--- src/rtl/axi_pkg.sv ---
// Shared AXI read-channel constants, scheduler state encoding and requester indices.
package axi_pkg;

  localparam logic [1:0] BURST_INCR  = 2'b01;
  localparam logic [1:0] LOCK_NORMAL = 2'b00;
  localparam logic [3:0] CACHE_NONE  = 4'b0000;
  localparam logic [2:0] PROT_NONE   = 3'b000;
  localparam logic [1:0] RESP_OKAY   = 2'b00;

  localparam logic [3:0] ARID_I = 4'd0;
  localparam logic [3:0] ARID_D = 4'd1;
  localparam logic [3:0] ARID_U = 4'd2;

  typedef logic [1:0] state_t;
  localparam state_t StIdle = 2'd0;
  localparam state_t StAddr = 2'd1;
  localparam state_t StData = 2'd2;

  typedef logic [1:0] req_idx_t;
  localparam req_idx_t REQ_I = 2'd0;
  localparam req_idx_t REQ_D = 2'd1;
  localparam req_idx_t REQ_U = 2'd2;

  function automatic logic [3:0] req_arid(req_idx_t idx);
    case (idx)
      REQ_I:   return ARID_I;
      REQ_D:   return ARID_D;
      default: return ARID_U;
    endcase
  endfunction

endpackage

--- src/rtl/axi_rd_sched_if.sv ---
// AXI read address/data channel between the scheduler (master) and the bus (slave).
interface axi_rd_sched_if;
  logic [3:0]  arid;
  logic [31:0] araddr;
  logic [7:0]  arlen;
  logic [2:0]  arsize;
  logic [1:0]  arburst;
  logic [1:0]  arlock;
  logic [3:0]  arcache;
  logic [2:0]  arprot;
  logic        arvalid;
  logic        arready;
  logic [3:0]  rid;
  logic [31:0] rdata;
  logic [1:0]  rresp;
  logic        rlast;
  logic        rvalid;
  logic        rready;

  modport master (
    output arid, araddr, arlen, arsize, arburst, arlock, arcache, arprot, arvalid, rready,
    input  arready, rid, rdata, rresp, rlast, rvalid
  );

  modport slave (
    input  arid, araddr, arlen, arsize, arburst, arlock, arcache, arprot, arvalid, rready,
    output arready, rid, rdata, rresp, rlast, rvalid
  );
endinterface

--- src/rtl/rr_arb3.sv ---
// Combinational 3-way round-robin picker; priority starts just after the last grant.
module rr_arb3
  import axi_pkg::*;
(
  input  logic [2:0] req_i,
  input  req_idx_t   last_grant_i,
  output logic [2:0] gnt_o
);

  always_comb begin
    gnt_o = 3'b000;
    unique case (last_grant_i)
      REQ_I: begin
        if      (req_i[1]) gnt_o = 3'b010;
        else if (req_i[2]) gnt_o = 3'b100;
        else if (req_i[0]) gnt_o = 3'b001;
      end
      REQ_D: begin
        if      (req_i[2]) gnt_o = 3'b100;
        else if (req_i[0]) gnt_o = 3'b001;
        else if (req_i[1]) gnt_o = 3'b010;
      end
      default: begin
        if      (req_i[0]) gnt_o = 3'b001;
        else if (req_i[1]) gnt_o = 3'b010;
        else if (req_i[2]) gnt_o = 3'b100;
      end
    endcase
  end

endmodule

--- src/rtl/axi_rd_sched.sv ---
// Shares one AXI read channel between I-cache, D-cache and uncached requesters,
// one burst outstanding, with per-beat length/response/id checking.
module axi_rd_sched
  import axi_pkg::*;
(
  input  logic           aclk,
  input  logic           aresetn,
  input  logic [31:0]    i_araddr,
  input  logic [7:0]     i_arlen,
  input  logic [2:0]     i_arsize,
  input  logic           i_arvalid,
  output logic           i_arready,
  output logic [31:0]    i_rdata,
  output logic           i_rlast,
  output logic           i_rvalid,
  input  logic           i_rready,
  input  logic [31:0]    d_araddr,
  input  logic [7:0]     d_arlen,
  input  logic [2:0]     d_arsize,
  input  logic           d_arvalid,
  output logic           d_arready,
  output logic [31:0]    d_rdata,
  output logic           d_rlast,
  output logic           d_rvalid,
  input  logic           d_rready,
  input  logic [31:0]    u_araddr,
  input  logic [7:0]     u_arlen,
  input  logic [2:0]     u_arsize,
  input  logic           u_arvalid,
  output logic           u_arready,
  output logic [31:0]    u_rdata,
  output logic           u_rlast,
  output logic           u_rvalid,
  input  logic           u_rready,
  axi_rd_sched_if.master axi,
  output logic           rd_err
);

  state_t      state_q, state_d;
  req_idx_t    owner_q, last_grant_q, win_idx;
  logic [31:0] araddr_q, win_addr;
  logic [7:0]  arlen_q, win_len, beat_cnt_q;
  logic [2:0]  arsize_q, win_size, req, gnt;
  logic [3:0]  arid_q;
  logic        rd_err_q, owner_rready, in_data, grant, ar_hs, beat, beat_err;

  assign req = {u_arvalid, d_arvalid, i_arvalid};

  rr_arb3 u_arb (
    .req_i        (req),
    .last_grant_i (last_grant_q),
    .gnt_o        (gnt)
  );

  always_comb begin
    win_idx  = REQ_I;
    win_addr = i_araddr;
    win_len  = i_arlen;
    win_size = i_arsize;
    unique case (gnt)
      3'b010: begin
        win_idx  = REQ_D;
        win_addr = d_araddr;
        win_len  = d_arlen;
        win_size = d_arsize;
      end
      3'b100: begin
        win_idx  = REQ_U;
        win_addr = u_araddr;
        win_len  = u_arlen;
        win_size = u_arsize;
      end
      default: ;
    endcase
  end

  always_comb begin
    owner_rready = i_rready;
    unique case (owner_q)
      REQ_D:   owner_rready = d_rready;
      REQ_U:   owner_rready = u_rready;
      default: owner_rready = i_rready;
    endcase
  end

  assign in_data = (state_q == StData);
  assign grant   = (state_q == StIdle) && (req != 3'b000);
  assign ar_hs   = (state_q == StAddr) && axi.arready;
  assign beat    = in_data && axi.rvalid && owner_rready;

  // Data is delivered regardless; a bad beat only raises the error pulse.
  assign beat_err = beat && ((axi.rlast && (beat_cnt_q != arlen_q)) ||
                             (!axi.rlast && (beat_cnt_q == arlen_q)) ||
                             (axi.rresp != RESP_OKAY) || (axi.rid != arid_q));

  always_comb begin
    state_d = state_q;
    unique case (state_q)
      StIdle:  if (grant) state_d = StAddr;
      StAddr:  if (axi.arready) state_d = StData;
      StData:  if (beat && axi.rlast) state_d = StIdle;
      default: state_d = StIdle;
    endcase
  end

  always_ff @(posedge aclk) begin
    if (!aresetn) begin
      state_q      <= StIdle;
      araddr_q     <= '0;
      arlen_q      <= '0;
      arsize_q     <= '0;
      arid_q       <= '0;
      rd_err_q     <= 1'b0;
      last_grant_q <= REQ_U;
      owner_q      <= REQ_I;
      beat_cnt_q   <= '0;
    end else begin
      state_q  <= state_d;
      rd_err_q <= beat_err;
      if (grant) begin
        araddr_q   <= win_addr;
        arlen_q    <= win_len;
        arsize_q   <= win_size;
        arid_q     <= req_arid(win_idx);
        owner_q    <= win_idx;
        beat_cnt_q <= '0;
      end
      if (ar_hs) last_grant_q <= owner_q;
      if (beat)  beat_cnt_q   <= beat_cnt_q + 8'd1;
    end
  end

  assign axi.arid    = arid_q;
  assign axi.araddr  = araddr_q;
  assign axi.arlen   = arlen_q;
  assign axi.arsize  = arsize_q;
  assign axi.arvalid = (state_q == StAddr);
  assign axi.arburst = BURST_INCR;
  assign axi.arlock  = LOCK_NORMAL;
  assign axi.arcache = CACHE_NONE;
  assign axi.arprot  = PROT_NONE;
  assign axi.rready  = in_data && owner_rready;

  assign i_arready = ar_hs && (owner_q == REQ_I);
  assign d_arready = ar_hs && (owner_q == REQ_D);
  assign u_arready = ar_hs && (owner_q == REQ_U);

  assign i_rvalid = in_data && (owner_q == REQ_I) && axi.rvalid;
  assign d_rvalid = in_data && (owner_q == REQ_D) && axi.rvalid;
  assign u_rvalid = in_data && (owner_q == REQ_U) && axi.rvalid;
  assign i_rlast  = in_data && (owner_q == REQ_I) && axi.rlast;
  assign d_rlast  = in_data && (owner_q == REQ_D) && axi.rlast;
  assign u_rlast  = in_data && (owner_q == REQ_U) && axi.rlast;

  assign i_rdata = axi.rdata;
  assign d_rdata = axi.rdata;
  assign u_rdata = axi.rdata;

  assign rd_err = rd_err_q;

endmodule
--- src/flat_wrapper.sv ---
// flat-port wrapper written by rule: the top's interface ports become plain ports
module axi_rd_sched_flat import axi_pkg::*;
  (aclk, aresetn, i_araddr, i_arlen, i_arsize, i_arvalid, i_arready, i_rdata, i_rlast, i_rvalid, i_rready, d_araddr, d_arlen, d_arsize, d_arvalid, d_arready, d_rdata, d_rlast, d_rvalid, d_rready, u_araddr, u_arlen, u_arsize, u_arvalid, u_arready, u_rdata, u_rlast, u_rvalid, u_rready, rd_err, axi_arid, axi_araddr, axi_arlen, axi_arsize, axi_arburst, axi_arlock, axi_arcache, axi_arprot, axi_arvalid, axi_rready, axi_arready, axi_rid, axi_rdata, axi_rresp, axi_rlast, axi_rvalid);
  axi_rd_sched_if axi_i ();
  input  logic aclk;
  input  logic aresetn;
  input  logic [31:0] i_araddr;
  input  logic [7:0] i_arlen;
  input  logic [2:0] i_arsize;
  input  logic i_arvalid;
  output logic i_arready;
  output logic [31:0] i_rdata;
  output logic i_rlast;
  output logic i_rvalid;
  input  logic i_rready;
  input  logic [31:0] d_araddr;
  input  logic [7:0] d_arlen;
  input  logic [2:0] d_arsize;
  input  logic d_arvalid;
  output logic d_arready;
  output logic [31:0] d_rdata;
  output logic d_rlast;
  output logic d_rvalid;
  input  logic d_rready;
  input  logic [31:0] u_araddr;
  input  logic [7:0] u_arlen;
  input  logic [2:0] u_arsize;
  input  logic u_arvalid;
  output logic u_arready;
  output logic [31:0] u_rdata;
  output logic u_rlast;
  output logic u_rvalid;
  input  logic u_rready;
  output logic rd_err;
  output wire logic [$bits(axi_i.arid)-1:0] axi_arid;
  output wire logic [$bits(axi_i.araddr)-1:0] axi_araddr;
  output wire logic [$bits(axi_i.arlen)-1:0] axi_arlen;
  output wire logic [$bits(axi_i.arsize)-1:0] axi_arsize;
  output wire logic [$bits(axi_i.arburst)-1:0] axi_arburst;
  output wire logic [$bits(axi_i.arlock)-1:0] axi_arlock;
  output wire logic [$bits(axi_i.arcache)-1:0] axi_arcache;
  output wire logic [$bits(axi_i.arprot)-1:0] axi_arprot;
  output wire logic [$bits(axi_i.arvalid)-1:0] axi_arvalid;
  output wire logic [$bits(axi_i.rready)-1:0] axi_rready;
  input wire logic [$bits(axi_i.arready)-1:0] axi_arready;
  input wire logic [$bits(axi_i.rid)-1:0] axi_rid;
  input wire logic [$bits(axi_i.rdata)-1:0] axi_rdata;
  input wire logic [$bits(axi_i.rresp)-1:0] axi_rresp;
  input wire logic [$bits(axi_i.rlast)-1:0] axi_rlast;
  input wire logic [$bits(axi_i.rvalid)-1:0] axi_rvalid;
  assign axi_arid = axi_i.arid;
  assign axi_araddr = axi_i.araddr;
  assign axi_arlen = axi_i.arlen;
  assign axi_arsize = axi_i.arsize;
  assign axi_arburst = axi_i.arburst;
  assign axi_arlock = axi_i.arlock;
  assign axi_arcache = axi_i.arcache;
  assign axi_arprot = axi_i.arprot;
  assign axi_arvalid = axi_i.arvalid;
  assign axi_rready = axi_i.rready;
  assign axi_i.arready = axi_arready;
  assign axi_i.rid = axi_rid;
  assign axi_i.rdata = axi_rdata;
  assign axi_i.rresp = axi_rresp;
  assign axi_i.rlast = axi_rlast;
  assign axi_i.rvalid = axi_rvalid;
  axi_rd_sched u_core (.aclk(aclk), .aresetn(aresetn), .i_araddr(i_araddr), .i_arlen(i_arlen), .i_arsize(i_arsize), .i_arvalid(i_arvalid), .i_arready(i_arready), .i_rdata(i_rdata), .i_rlast(i_rlast), .i_rvalid(i_rvalid), .i_rready(i_rready), .d_araddr(d_araddr), .d_arlen(d_arlen), .d_arsize(d_arsize), .d_arvalid(d_arvalid), .d_arready(d_arready), .d_rdata(d_rdata), .d_rlast(d_rlast), .d_rvalid(d_rvalid), .d_rready(d_rready), .u_araddr(u_araddr), .u_arlen(u_arlen), .u_arsize(u_arsize), .u_arvalid(u_arvalid), .u_arready(u_arready), .u_rdata(u_rdata), .u_rlast(u_rlast), .u_rvalid(u_rvalid), .u_rready(u_rready), .axi(axi_i), .rd_err(rd_err));
endmodule
--- config.mk ---
export PLATFORM = sky130hd
export DESIGN_NAME = axi_rd_sched_flat
export DESIGN_NICKNAME = d
export VERILOG_FILES = /design/src/rtl/axi_pkg.sv /design/src/rtl/axi_rd_sched_if.sv /design/src/rtl/rr_arb3.sv /design/src/rtl/axi_rd_sched.sv /design/src/flat_wrapper.sv
export SDC_FILE = /design/constraint.sdc
export NUM_CORES = 1
export LEC_CHECK = 0
export ABC_CLOCK_PERIOD_IN_PS = 4250
export CAP_MARGIN = 20
export CORE_AREA = 5 5 132 134
export CTS_BUF_LIST = sky130_fd_sc_hd__clkbuf_4 sky130_fd_sc_hd__clkbuf_8
export CTS_CLUSTER_SIZE = 24
export DETAILED_ROUTE_END_ITERATION = 16
export DIE_AREA = 0 0 137 139
export PLACE_DENSITY = 0.65
export SLEW_MARGIN = 30
export SYNTH_ARGS = -nofsm -noshare
export SYNTH_HDL_FRONTEND = slang
export SYNTH_SLANG_ARGS = --single-unit
export TNS_END_PERCENT = 1
--- constraint.sdc ---
create_clock -name aclk -period 4.25 [get_ports aclk]
set_input_delay 0.85 -clock aclk [delete_from_list [all_inputs] [get_ports aclk]]
set_output_delay 0.85 -clock aclk [all_outputs]
set_load 0.01 [all_outputs]
==> impl_metrics.env <==
export IMPL_slew_violations=0
export IMPL_netSwitchingFraction_pct=30.0
export IMPL_fin_crit_ps=3060
export IMPL_dieArea_sq_um=19000
export IMPL_ff2ff_path_depth=8
export IMPL_num_vias=3591
export IMPL_clock_sinks=59
export IMPL_io_pins=344
export IMPL_layout_drive_gt1_share_pct=4.54
export IMPL_area_growth_pct=37.6
export IMPL_crit_start="u_rready"
export IMPL_synth_cell_types=43
export IMPL_synth_seq_cells=59
export IMPL_die_w_um=137
export IMPL_ir_worst_vdd_mv=0.130
export IMPL_ys_seq_area_share_pct=30.5
export IMPL_rows=47
export IMPL_dieHeight_um=139
export IMPL_fin_cells=749
export IMPL_synth_xor_area_share_pct=2.49
export IMPL_finalPower_uw=1720
export IMPL_dp_cells=733
export IMPL_grt_remaining_overflow=0
export IMPL_initial_core_util_pct=24.0
export IMPL_worstPathMaxFanout=3
export IMPL_start_kind="input port"
export IMPL_dp_hpwl_um=9900
export IMPL_maxCapViolations=0
export IMPL_first_pass_iters=6
export IMPL_clk_transition_reported_paths_ps=60
export IMPL_slowest_stage="clkdlybuf4s50_1"
export IMPL_synth_compound_area_share_pct=27.0
export IMPL_setup_tns_final_ps=0
export IMPL_cts_resized=0
export IMPL_cts_buffers=9
export IMPL_synth_mux_area_share_pct=0.258
export IMPL_arrival_ps=2210
export IMPL_post_route_period_util_pct=71.9
export IMPL_port_buffers=202
export IMPL_place_gp_congestion=0.750
export IMPL_n_antenna_cell=0
export IMPL_synth_area_sq_um=3870
export IMPL_clkLatencyLatePin_ps=350
export IMPL_cts_root_buf="clkbuf_8"
export IMPL_synth_edf_count=0
export IMPL_worstHoldPathType="flop to flop"
export IMPL_grt_max_degree=62
export IMPL_wl_per_cell_um=17.4
export IMPL_rrSetupSlack_ps=2170
export IMPL_r2r_end="u_core.beat_cnt_q[6]$_SDFFE_PN0P_"
export IMPL_pwr_share_comb_pct=31.5
export IMPL_p_sw_uw=516
export IMPL_hold_viol=0
export IMPL_crit_top_cell="clkdlybuf4s50_1"
export IMPL_layout_nets=707
export IMPL_seqPwrFrac_pct=38.5
export IMPL_fmax_mhz=327
export IMPL_finalSetupViolCount=0
export IMPL_post_cts_buffers=0
export IMPL_synth_adder_area_share_pct=1.29
export IMPL_htreeDepth=3
export IMPL_cts_tree="built"
export IMPL_ant_nets=0
export IMPL_max_stage_delay_ps=500
export IMPL_cp_required_ps=3400
export IMPL_ys_flop_type="dfxtp_1"
export IMPL_vias_per_cell=4.79
export IMPL_multi_input_area_sq_um=1610
export IMPL_fillerInstances=1624
export IMPL_core_area_sq_um=16200
export IMPL_r2r_start="u_core.owner_q[1]$_SDFFE_PN0P_"
export IMPL_drt_iter0_drc=333
export IMPL_hold_buffers=0
export IMPL_end_kind="primary output"
export IMPL_leakage_uw=0.00192
export IMPL_p_int_uw=1200
export IMPL_crit_end="axi_rready"
export IMPL_clk_path_buf_depth=2
export IMPL_run_status="finished clean"
export IMPL_finClkSkew_ps=8.31
export IMPL_grt_pass1_wl_um=19700
export IMPL_syn_avg_cell_area_sq_um=8.85
export IMPL_holdWs_ps=494
export IMPL_crit_path_cell_trace="clkdlybuf4s50_1, a22oi_1, a21oi_1, clkdlybuf4s50_1"
export IMPL_pwr_share_clk_pct=30.0
export IMPL_grt_total_usage_pct=13.3
export IMPL_maxSlewHeadroom_pct=44.4
export IMPL_synth_top_family_by_area="buffers and inverters"
export IMPL_path_class="input port to primary output"
export IMPL_rsz0062_at_grt="no"
export IMPL_tightest_slew_ps=833
export IMPL_yosys_area_share_simple_pct=8.91
export IMPL_ys_warn_count=0
export IMPL_ff_latch_area_sq_um=1180
export IMPL_syn_inst=438
export IMPL_grt_pass1_vias=3739
export IMPL_drc=0
export IMPL_antenna_found_initial=0
export IMPL_powerDensity_nw_per_um2=323
export IMPL_async_reset_ff_share_pct=0
export IMPL_wirelength_um=13000
## layout by cell type (no fill, tap or decap), types with 2 or more instances in the layout
master,n
clkinv_2,3
nor2b_1,8
xor2_1,2
and2_2,2
inv_1,2
dfxtp_1,59
clkbuf_8,10
xnor2_1,9
nand2_1,12
o21a_1,2
conb_1,13
a222oi_1,43
nand3b_1,4
a21oi_1,46
and3_1,13
o22ai_1,2
o21ai_0,50
nand4_1,5
clkdlybuf4s50_1,201
buf_4,4
ha_1,4
nor2_1,9
a21boi_1,2
nor3_1,2
a21boi_0,6
## worst min-delay path by stage
stage                     slack [ps]                               to                       startpoint  cells after the start
final                            490  u_core.axi.arid[0]$_SDFFE_PN0P_  u_core.axi.arid[0]$_SDFFE_PN0P_                      2
after global routing             540  u_core.axi.arid[0]$_SDFFE_PN0P_  u_core.axi.arid[0]$_SDFFE_PN0P_                      2
after CTS                        500  u_core.axi.arid[0]$_SDFFE_PN0P_  u_core.axi.arid[0]$_SDFFE_PN0P_                      2
after detailed placement         490  u_core.axi.arid[0]$_SDFFE_PN0P_  u_core.axi.arid[0]$_SDFFE_PN0P_                      2
after global placement           490   u_core.owner_q[0]$_SDFFE_PN0P_   u_core.owner_q[0]$_SDFFE_PN0P_                      2
after floorplan                  460   u_core.owner_q[0]$_SDFFE_PN0P_   u_core.owner_q[0]$_SDFFE_PN0P_                      2
## worst max-delay path: cells and delay by family
family,cells,cell delay [ps]
compound gates,2,460
buf+inv,2,900
## metrics by stage
step	setup slack, ps	instance area (sq um)	utilization [%]
after floorplan	2180	3920	-
final	1190	5330	33.0
after detailed placement	1150	5110	31.6
after global placement	1140	5110	31.6
after CTS	1130	5300	32.8
after global routing	1010	5330	33.0
## flip-flops by register name (all words and copies together) (netlist names)
name / cells
u_core.axi.arsize: 3
u_core.axi.arid: 1
u_core.axi.araddr: 32
u_core.state_q: 2
u_core.last_grant_q: 2
u_core.rd_err: 1
u_core.owner_q: 2
u_core.axi.arlen: 8
u_core.beat_cnt_q: 8
## cells by family (layout without fill, tap and decap cells)
group | Yosys count | in the layout
AOI/OAI and AO/OA | 157 | 157
buffers and inverters | 143 | 223
and+or+nand+nor | 61 | 61
DFF | 59 | 59
xor gates and xnor gates | 11 | 11
adders and majority gates | 4 | 4
other | 2 | 13
muxes | 1 | 1
## synthesized netlist by cell type (2+ instances only)
cell / count / share of area (%)
ha_1: 4 / 1.3
nor2b_1: 8 / 1.3
nor2_1: 9 / 0.87
a21oi_1: 46 / 5.9
nand2_1: 12 / 1.2
o21ai_0: 50 / 6.5
nand3b_1: 4 / 0.77
a222oi_1: 43 / 11
buf_4: 111 / 22
a21boi_0: 6 / 1.2
xnor2_1: 9 / 2.0
dfxtp_1: 59 / 30
clkbuf_1: 8 / 0.77
clkbuf_8: 9 / 3.2
nand4_1: 5 / 0.81
inv_1: 2 / 0.19
xor2_1: 2 / 0.45
and3_1: 13 / 2.1
buf_8: 4 / 1.5
o22ai_1: 2 / 0.32
a21boi_1: 2 / 0.39
conb_1: 2 / 0.19
o21a_1: 2 / 0.39
nor3_1: 2 / 0.26
buf_6: 6 / 1.7
## per-layer routing
metal  global-route usage (%)  share of wire [%]
met5                        0                  0
met4                     9.66                5.8
met3                     4.90                 12
met2                     21.1                 48
met1                     14.2                 35
## final cells by class
type,instances,area share [%]
Clock buffer,10,2.58
Tap cell,220,5.16
Sequential cell,59,22.2
Multi-Input combinational cell,247,30.1
Inverter,2,0.141
Timing Repair Buffer,206,38.8
Clock inverter,5,1.01
## power groups by stage
stage	combinational [uW]	sequential, uW	clock [uW]
2_1_floorplan	331	690	0
5_1_grt	587	670	568
6_report	542	661	516
3_5_place_dp	541	672	0
3_3_place_gp	533	670	0
4_1_cts	543	662	545
No activity file was read; power rests on OpenSTA's default activity.
